[config.mk]
export PLATFORM = sky130hd
export DESIGN_NAME = uart_receive
export DESIGN_NICKNAME = d
export VERILOG_FILES = /design/src/rtl/uart_pkg.sv /design/src/rtl/uart_rx_sync.sv /design/src/rtl/uart_receive.sv
export SDC_FILE = /design/constraint.sdc
export NUM_CORES = 1
export LEC_CHECK = 0
export CORE_UTILIZATION = 55
export DETAILED_ROUTE_END_ITERATION = 8
export HOLD_SLACK_MARGIN = 0.15
export MAX_ROUTING_LAYER = met4
export PLACE_DENSITY = 0.76
export SLEW_MARGIN = 20
export SYNTH_ARGS = -nofsm -noshare
export SYNTH_HDL_FRONTEND = slang
export SYNTH_SLANG_ARGS = --single-unit
export TNS_END_PERCENT = 100
[constraint.sdc]
create_clock -name Clk_100M -period 3.4 [get_ports Clk_100M]
set_input_delay 0.34 -clock Clk_100M [delete_from_list [all_inputs] [get_ports Clk_100M]]
set_output_delay 0.34 -clock Clk_100M [all_outputs]
set_load 0.05 [all_outputs]
[src/rtl/uart_pkg.sv]
// Shared UART definitions: receiver state encoding, frame width and the 10 kbaud bit period
// also used by the transmitter.
package uart_pkg;

  localparam int UART_DATA_BITS        = 8;
  localparam int UART_CLKS_PER_BIT_10K = 10000;

  typedef enum logic [2:0] {
    IDLE,
    START,
    DATA,
    STOP,
    BREAK
  } uart_rx_state_e;

  function automatic logic maj3(input logic a, input logic b, input logic c);
    return (a & b) | (a & c) | (b & c);
  endfunction

endpackage

[src/rtl/uart_rx_sync.sv]
// Two-flop synchronizer for the asynchronous receive line.
// Both flops reset to the idle level 1. rx_fall is high in the first cycle rx_s reads 0.
module uart_rx_sync (
  input  logic Clk_100M,
  input  logic Reset,
  input  logic rx_async,
  output logic rx_s,
  output logic rx_fall
);

  logic meta;

  always_ff @(posedge Clk_100M) begin
    if (Reset) begin
      meta    <= 1'b1;
      rx_s    <= 1'b1;
      rx_fall <= 1'b0;
    end else begin
      meta    <= rx_async;
      rx_s    <= meta;
      rx_fall <= rx_s & ~meta;
    end
  end

endmodule

[src/rtl/uart_receive.sv]
// UART 8N1 receiver: start bit, 8 data bits LSB first, stop bit; byte presented on a
// level valid/ack handshake. Define UART_RX_MAJORITY_EN for 2-of-3 majority sampling.
module uart_receive
  import uart_pkg::*;
#(
  parameter int CLKS_PER_BIT = UART_CLKS_PER_BIT_10K
) (
  input  logic                      Clk_100M,
  input  logic                      Reset,
  input  logic                      UART_Rx,
  output logic [UART_DATA_BITS-1:0] data,
  output logic                      data_valid,
  input  logic                      data_ack,
  output logic                      busy,
  output logic                      framing_err,
  output logic                      overrun
);

  localparam int CW   = $clog2(CLKS_PER_BIT);
  localparam int IW   = $clog2(UART_DATA_BITS);
  localparam int HALF = CLKS_PER_BIT / 2;
  localparam logic [CW-1:0] CNT_LAST = CW'(CLKS_PER_BIT - 1);
  localparam logic [IW-1:0] IDX_LAST = IW'(UART_DATA_BITS - 1);

  logic                      rx_s;
  logic                      rx_fall;
  logic                      sample;
  uart_rx_state_e            state;
  uart_rx_state_e            state_nx;
  logic [CW-1:0]             cnt;
  logic [IW-1:0]             bit_idx;
  logic [UART_DATA_BITS-1:0] shreg;
  logic                      cnt_clr;
  logic                      bit_tick;
  logic                      stop_good;
  logic                      stop_bad;

  uart_rx_sync u_sync (
    .Clk_100M (Clk_100M),
    .Reset    (Reset),
    .rx_async (UART_Rx),
    .rx_s     (rx_s),
    .rx_fall  (rx_fall)
  );

`ifdef UART_RX_MAJORITY_EN
  // The window is nominal-1..nominal+1, so every decision lands one cycle after nominal.
  localparam logic [CW-1:0] CNT_START = CW'(HALF);
  logic [1:0] hist;

  always_ff @(posedge Clk_100M) begin
    if (Reset) hist <= 2'b11;
    else       hist <= {hist[0], rx_s};
  end

  assign sample = maj3(hist[1], hist[0], rx_s);
`else
  localparam logic [CW-1:0] CNT_START = CW'(HALF - 1);

  assign sample = rx_s;
`endif

  always_ff @(posedge Clk_100M) begin
    if (Reset) state <= IDLE;
    else       state <= state_nx;
  end

  // rx_fall marks the usual edge; the level term also catches a line already low at reset release.
  always_comb begin
    state_nx = state;
    case (state)
      IDLE:    if (rx_fall || !rx_s) state_nx = START;
      START:   if (cnt == CNT_START) state_nx = sample ? IDLE : DATA;
      DATA:    if (cnt == CNT_LAST && bit_idx == IDX_LAST) state_nx = STOP;
      STOP:    if (cnt == CNT_LAST) state_nx = sample ? IDLE : BREAK;
      BREAK:   if (rx_s) state_nx = IDLE;
      default: state_nx = IDLE;
    endcase
  end

  always_comb begin
    cnt_clr   = 1'b0;
    bit_tick  = 1'b0;
    stop_good = 1'b0;
    stop_bad  = 1'b0;
    busy      = (state != IDLE);
    case (state)
      IDLE:  cnt_clr = 1'b1;
      START: cnt_clr = (cnt == CNT_START);
      DATA:  bit_tick = (cnt == CNT_LAST);
      STOP: begin
        stop_good = (cnt == CNT_LAST) &&  sample;
        stop_bad  = (cnt == CNT_LAST) && !sample;
      end
      default: ;
    endcase
  end

  always_ff @(posedge Clk_100M) begin
    if (Reset) begin
      cnt     <= '0;
      bit_idx <= '0;
      shreg   <= '0;
    end else begin
      cnt <= (cnt_clr || cnt == CNT_LAST) ? '0 : cnt + CW'(1);
      if (state == IDLE) begin
        bit_idx <= '0;
      end else if (bit_tick) begin
        shreg[bit_idx] <= sample;
        bit_idx        <= bit_idx + IW'(1);
      end
    end
  end

  // Handshake: data_valid is a level; the consumer takes data in any cycle it sees data_valid
  // high by raising data_ack, and data_valid drops the next cycle. A byte completing in the
  // same cycle as the ack reloads data and keeps data_valid high; ack without valid is ignored.
  always_ff @(posedge Clk_100M) begin
    if (Reset) begin
      data        <= '0;
      data_valid  <= 1'b0;
      framing_err <= 1'b0;
      overrun     <= 1'b0;
    end else begin
      framing_err <= stop_bad;
      overrun     <= stop_good && data_valid && !data_ack;
      if (stop_good) begin
        data       <= shreg;
        data_valid <= 1'b1;
      end else if (data_ack) begin
        data_valid <= 1'b0;
      end
    end
  end

endmodule

Word-level counts from Yosys, hierarchy flattened
Index checks and enable logic that the tools add are counted.
{ "word_totals": {"out_inout_bits": 12, "reg_bits": 42, "inputBits": 4} }
{ "op_classes": {"eq_ne": 12, "bitwise_logic": 4, "n_lt_le_gt_ge": 2, "n_reduce_logical": 18, "n_mux": 16, "addsub": 2} }
{ "ops": {"columns": ["op", "count"], "rows": [
  ["$mux 3", 6],
  ["$pmux 3 s5", 1],
  ["$add 14x1->14 const B", 1],
  ["$eq 14x13->1 const B", 1],
  ["$eq 14x14->1 const B", 1],
  ["$bwmux 8", 1],
  ["$ne 2x2->1 const B", 4],
  ["$eq 3x2->1 const B", 2],
  ["$eq 3x3->1 const B", 2],
  ["$logic_and 1x1->1", 6],
  ["$reduce_or 2->1", 3],
  ["$mux 1", 5],
  ["$reduce_and 5->1", 1],
  ["$lt 3x4->1 const B", 1],
  ["$add 3x1->3 const B", 1],
  ["$demux 1 s3", 1],
  ["$eq 3x1->1 const B", 1],
  ["$ge 3x1->1 const B", 1],
  ["$logic_not 3->1", 1],
  ["$not 1->1", 3],
  ["$reduce_bool 3->1", 1],
  ["$logic_not 1->1", 2],
  ["$logic_or 1x1->1", 2],
  ["$mux 2", 1],
  ["other kinds (5)", 5]
]} }

Longest topological paths before layout
{ "depth": {"depth_word": 5, "mapped_depth": 6, "mapped_depth_nobuf": 5} }

Hierarchy
A second synthesis with hierarchy kept.
{ "hier_totals": {"cells_unflattened": 194, "area_unflattened_um2": 1815.5} }
{ "modules_own_cells": {"columns": ["module", "instances", "cells_each", "seq_area_each_um2", "area_each_um2"], "rows": [
  ["uart_receive", 1, 188, 780.7, 1735.4],
  ["uart_rx_sync", 1, 6, 60.1, 80.1]
]} }

Worst setup path before layout
Ideal clock, no wire load.
{ "synth_timing": {"path_type": "reg2reg", "from": "register cnt[6]", "to": "register shreg[1]", "required_time_ns": 3.268, "setup_time_ns": 0.132, "t_arrival_ns": 1.937, "path_slack_ns": 1.331, "path_stages_with_launch": 6, "n_path_buf": 1, "cell_sequence": "dfxtp_1 -> or4_4 -> or4_4 -> buf_6 -> o41ai_1 -> a21oi_1"} }
{ "synth_between": {"elab_chain_cells": 3} }
{ "synth_lines": {"columns": ["item", "line", "source"], "rows": [
  ["from (decl)", "uart_receive.sv:30", "logic [CW-1:0] cnt;"],
  ["from (signal assigned)", "uart_receive.sv:105", "cnt <= (cnt_clr || cnt == CNT_LAST) ? '0 : cnt + CW'(1);"],
  ["$eq 14x14->1", "uart_receive.sv:90", "DATA: bit_tick = (cnt == CNT_LAST);"],
  ["$mux 1", "uart_receive.sv:87", "case (state)"],
  ["$reduce_and 2->1 (no source line)", null, null],
  ["to (signal, indexed assignment)", "uart_receive.sv:109", "shreg[bit_idx] <= sample;"],
  ["to (decl)", "uart_receive.sv:32", "logic [UART_DATA_BITS-1:0] shreg;"]
]} }
No other way between the ends.
A chain may end at the register's enable or synchronous reset.

Worst setup path after layout
{ "layout_timing": {"from": "register cnt[6]", "to": "register data[4]"} }
{ "layout_between": {"elab_chain_cells": 3} }
{ "layout_lines": {"columns": ["item", "line", "source"], "rows": [
  ["$eq 14x14->1", "uart_receive.sv:92", "stop_good = (cnt == CNT_LAST) && sample;"],
  ["$logic_and 1x1->1", "uart_receive.sv:92", null],
  ["$mux 1", "uart_receive.sv:87", null],
  ["to (signal assigned)", "uart_receive.sv:128", "data <= shreg;"],
  ["to (decl)", "uart_receive.sv:11", "output logic [UART_DATA_BITS-1:0] data,"]
]} }
No other way between the ends.

==> metrics.csv <==
metric,value,unit
number of buffer and inverter stages on the critical path,0,
Yosys warnings,0,
Final period util,0.7356,
placed cells,257,
HPWL Detailed,2611,µm
I/O Buffers,15,
nature of the critical path startpoint,register,
clk_skew,0.01799,ns
worst path arrival time,2.78,ns
Max IR drop VDD,198.6,µV
I/O pin cnt,16,
final setup fails,0,
Yosys reg bits,42,
Chip Height,61.36,µm
CTS resizes,0,
"Cell Count, Final, Fillers Out",265,
Total GRT Usage,0.2248,
Mapped Nets,215,
Max stage delay on crit path,0.60,ns
vias in the first global route,1396,
Pwr Total,0.8114,mW
total CTS buffers,5,
share of cells above drive strength 1,0.08219,
CTS tree,yes,
Worst Setup SP,cnt[6]$_SDFF_PP0_,
Final Hold Fails,0,
setup bufs post-CTS,0,
DRC Markers,0,
# rows,21,
Hold Worst Slack,0.4588,ns
"commonest non-fill, non-tap cell in the layout",dfxtp_1,
FMAX,0.3999,GHz
first-pass detailed-route iteration total,5,
"Design Area, Final",2151,µm²
Post-Syn Area,1938,µm²
clk slew on worst S/H paths,0.13,ns
minimum clock period,2.501,ns
Nets,225,
max-cap viol count,0,
root buf cell,clkbuf_4,
Worst Tran Pin Value,0.7154,ns
Leak,0.7387,nW
die footprint,3765,µm²
H-tree depth,2,
utilization after layout,0.6395,
clock sinks,42,
setup ws final,0.8991,ns
Syn-to-layout area delta,10.97,%
Clock Tree Buf Depth,2,
Post-Route WL,3615,µm
status,"finished, final reports clean",
placed cell areas,2096,µm²
"Seq/Total Area, Yosys",0.4338,
Min-Delay Path Class,register to register,
core area,3363,µm²
slew margin rel.,0.5221,
post-synth cell types,37,
Critical Path RT,3.68,ns
initial core utilization,0.5763,
HP Start,u_sync.meta$_SDFF_PP1_,
RR Startpoint,cnt[6]$_SDFF_PP0_,
setup repair after global routing missed its margin,false,
Max Transition Viols Final,0,
Setup CP Type,register to register,
worst path cell trace,"or4_4, nor4_4, nand4_1, mux2i_1",
DR vias,1534,
pin count of the biggest net entering global routing,32,
Pwr per Cell Area,377.2,nW/µm²
most frequent cells in the layout,"42 x dfxtp_1, 23 x nor2_1, 19 x nand2b_1",
Die Wd,61.36,µm
slowest cell on the critical path,nand4_1,
cts hold-fix bufs,0,
RePlAce Congestion,0.8643,
initial antenna violation count,0,
setup TNS,0,ns
Post-Synthesis Cells,208,
Skew-Pair Late Insertion Delay,0.35,ns
routed vias/inst,5.789,
antenna violation net count after detailed routing,0,
grt total ovfl,0,
DR WL/cell,13.64,µm
Critical Path End Type,register,
Initial DRC Count,54,
first-pass GRT wire length,6009,µm
Synth Area per Inst,9.318,µm²
pre-CTS setup slack,0.8979,ns
# diodes,0,
CP top delay family,simple AND/OR/NAND/NOR gates,
CP max FO,10,
==> kinds of logic after synthesis <==
| family | synth area share |
|---|---|
| xor gates and xnor gates | 0.05423 |
| buffers and inverters | 0.03938 |
| muxes | 0.06198 |
| DFF | 0.4338 |
| AOI/OAI and AO/OA | 0.08910 |
| adders and majority gates | 0.01937 |
| and+or+nand+nor | 0.3021 |
==> power breakdown <==
part | switching [mW] | internal, mW | leakage (nW) | total (mW)
clock network | 0.159 | 0.0813 | 0.0322 | 0.240
registers | 0.0152 | 0.498 | 0.339 | 0.513
logic | 0.0333 | 0.0246 | 0.367 | 0.0579
==> sequential cells by signal (all words and copies together), names as in the netlist <==
signal,count
u_sync.rx_s,1
shreg,8
framing_err,1
u_sync.meta,1
state,3
u_sync.rx_fall,1
bit_idx,3
data_valid,1
data,8
overrun,1
cnt,14
==> layout make-up <==
class	instances	area, µm²
Fill cell	292	1212
Multi-Input combinational cell	148	1021
Sequential cell	42	840.8
Timing Repair Buffer	16	157.7
Tap cell	46	57.56
Clock buffer	6	41.29
Inverter	5	18.77
Clock inverter	2	13.76
==> per-layer routing <==
layer	GRT usage	part of all wire	wire length (µm)	up-vias
li1	-	-	-	757
met1	0.2529	0.43	1537	732
met2	0.3835	0.51	1857	38
met3	0.05042	0.046	165	7
met4	0.09524	0.015	55	0
met5	-	0	0	-
==> cells in the mapped netlist <==
master      n  area (µm²)
a31oi_1     1       6.260
or4_4       4       45.04
buf_2       1       5.000
nor2_1     23       86.33
nor4_4      1       21.27
and3_1      2       12.51
inv_1       5       18.77
ha_1        3       37.54
buf_6       1       11.26
a21oi_1     5       25.02
or3_1       3       18.77
a2111oi_0   1       8.760
nand4b_1    2       17.52
nor2b_1     2       12.51
o21ai_0     3       15.01
or2_2       2       12.51
dfxtp_1    42       840.8
nand3_1     8       40.04
xor2_1      2       17.52
nor3b_1     1       7.510
or4bb_1     1       11.26
or4b_2      1       10.01
o31ai_4     1       21.27
nor4_1      6       37.54
nand4bb_1   1       11.26
o2bb2ai_1   1       8.760
o311ai_4    1       26.28
o41ai_1     2       17.52
nand2_1    10       37.54
xnor2_1    10       87.58
o311ai_1    3       26.28
nand2b_1   19       118.9
a32oi_1     2       17.52
nand4_1     8       50.05
mux2i_1    12       120.1
nor3_1      7       35.03
clkbuf_1   11       41.29
==> worst register-to-register path: cells and delay by family (launching register included) <==
kind	cells	cell delay, ns
simple gates	3	1.72
mux	1	0.36
flops	1	0.35
==> path summary, 6_finish.rpt <==
path                                  to  slack (ns)  cells after the start
setup reg to reg    data[4]$_SDFFE_PP0P_        0.90                      4
setup / recovery    data[4]$_SDFFE_PP0P_        0.90                      4
hold reg to reg   u_sync.rx_s$_SDFF_PP1_        0.46                      1
hold / removal    u_sync.rx_s$_SDFF_PP1_        0.46                      1
Power figures use the tool's default switching activity.
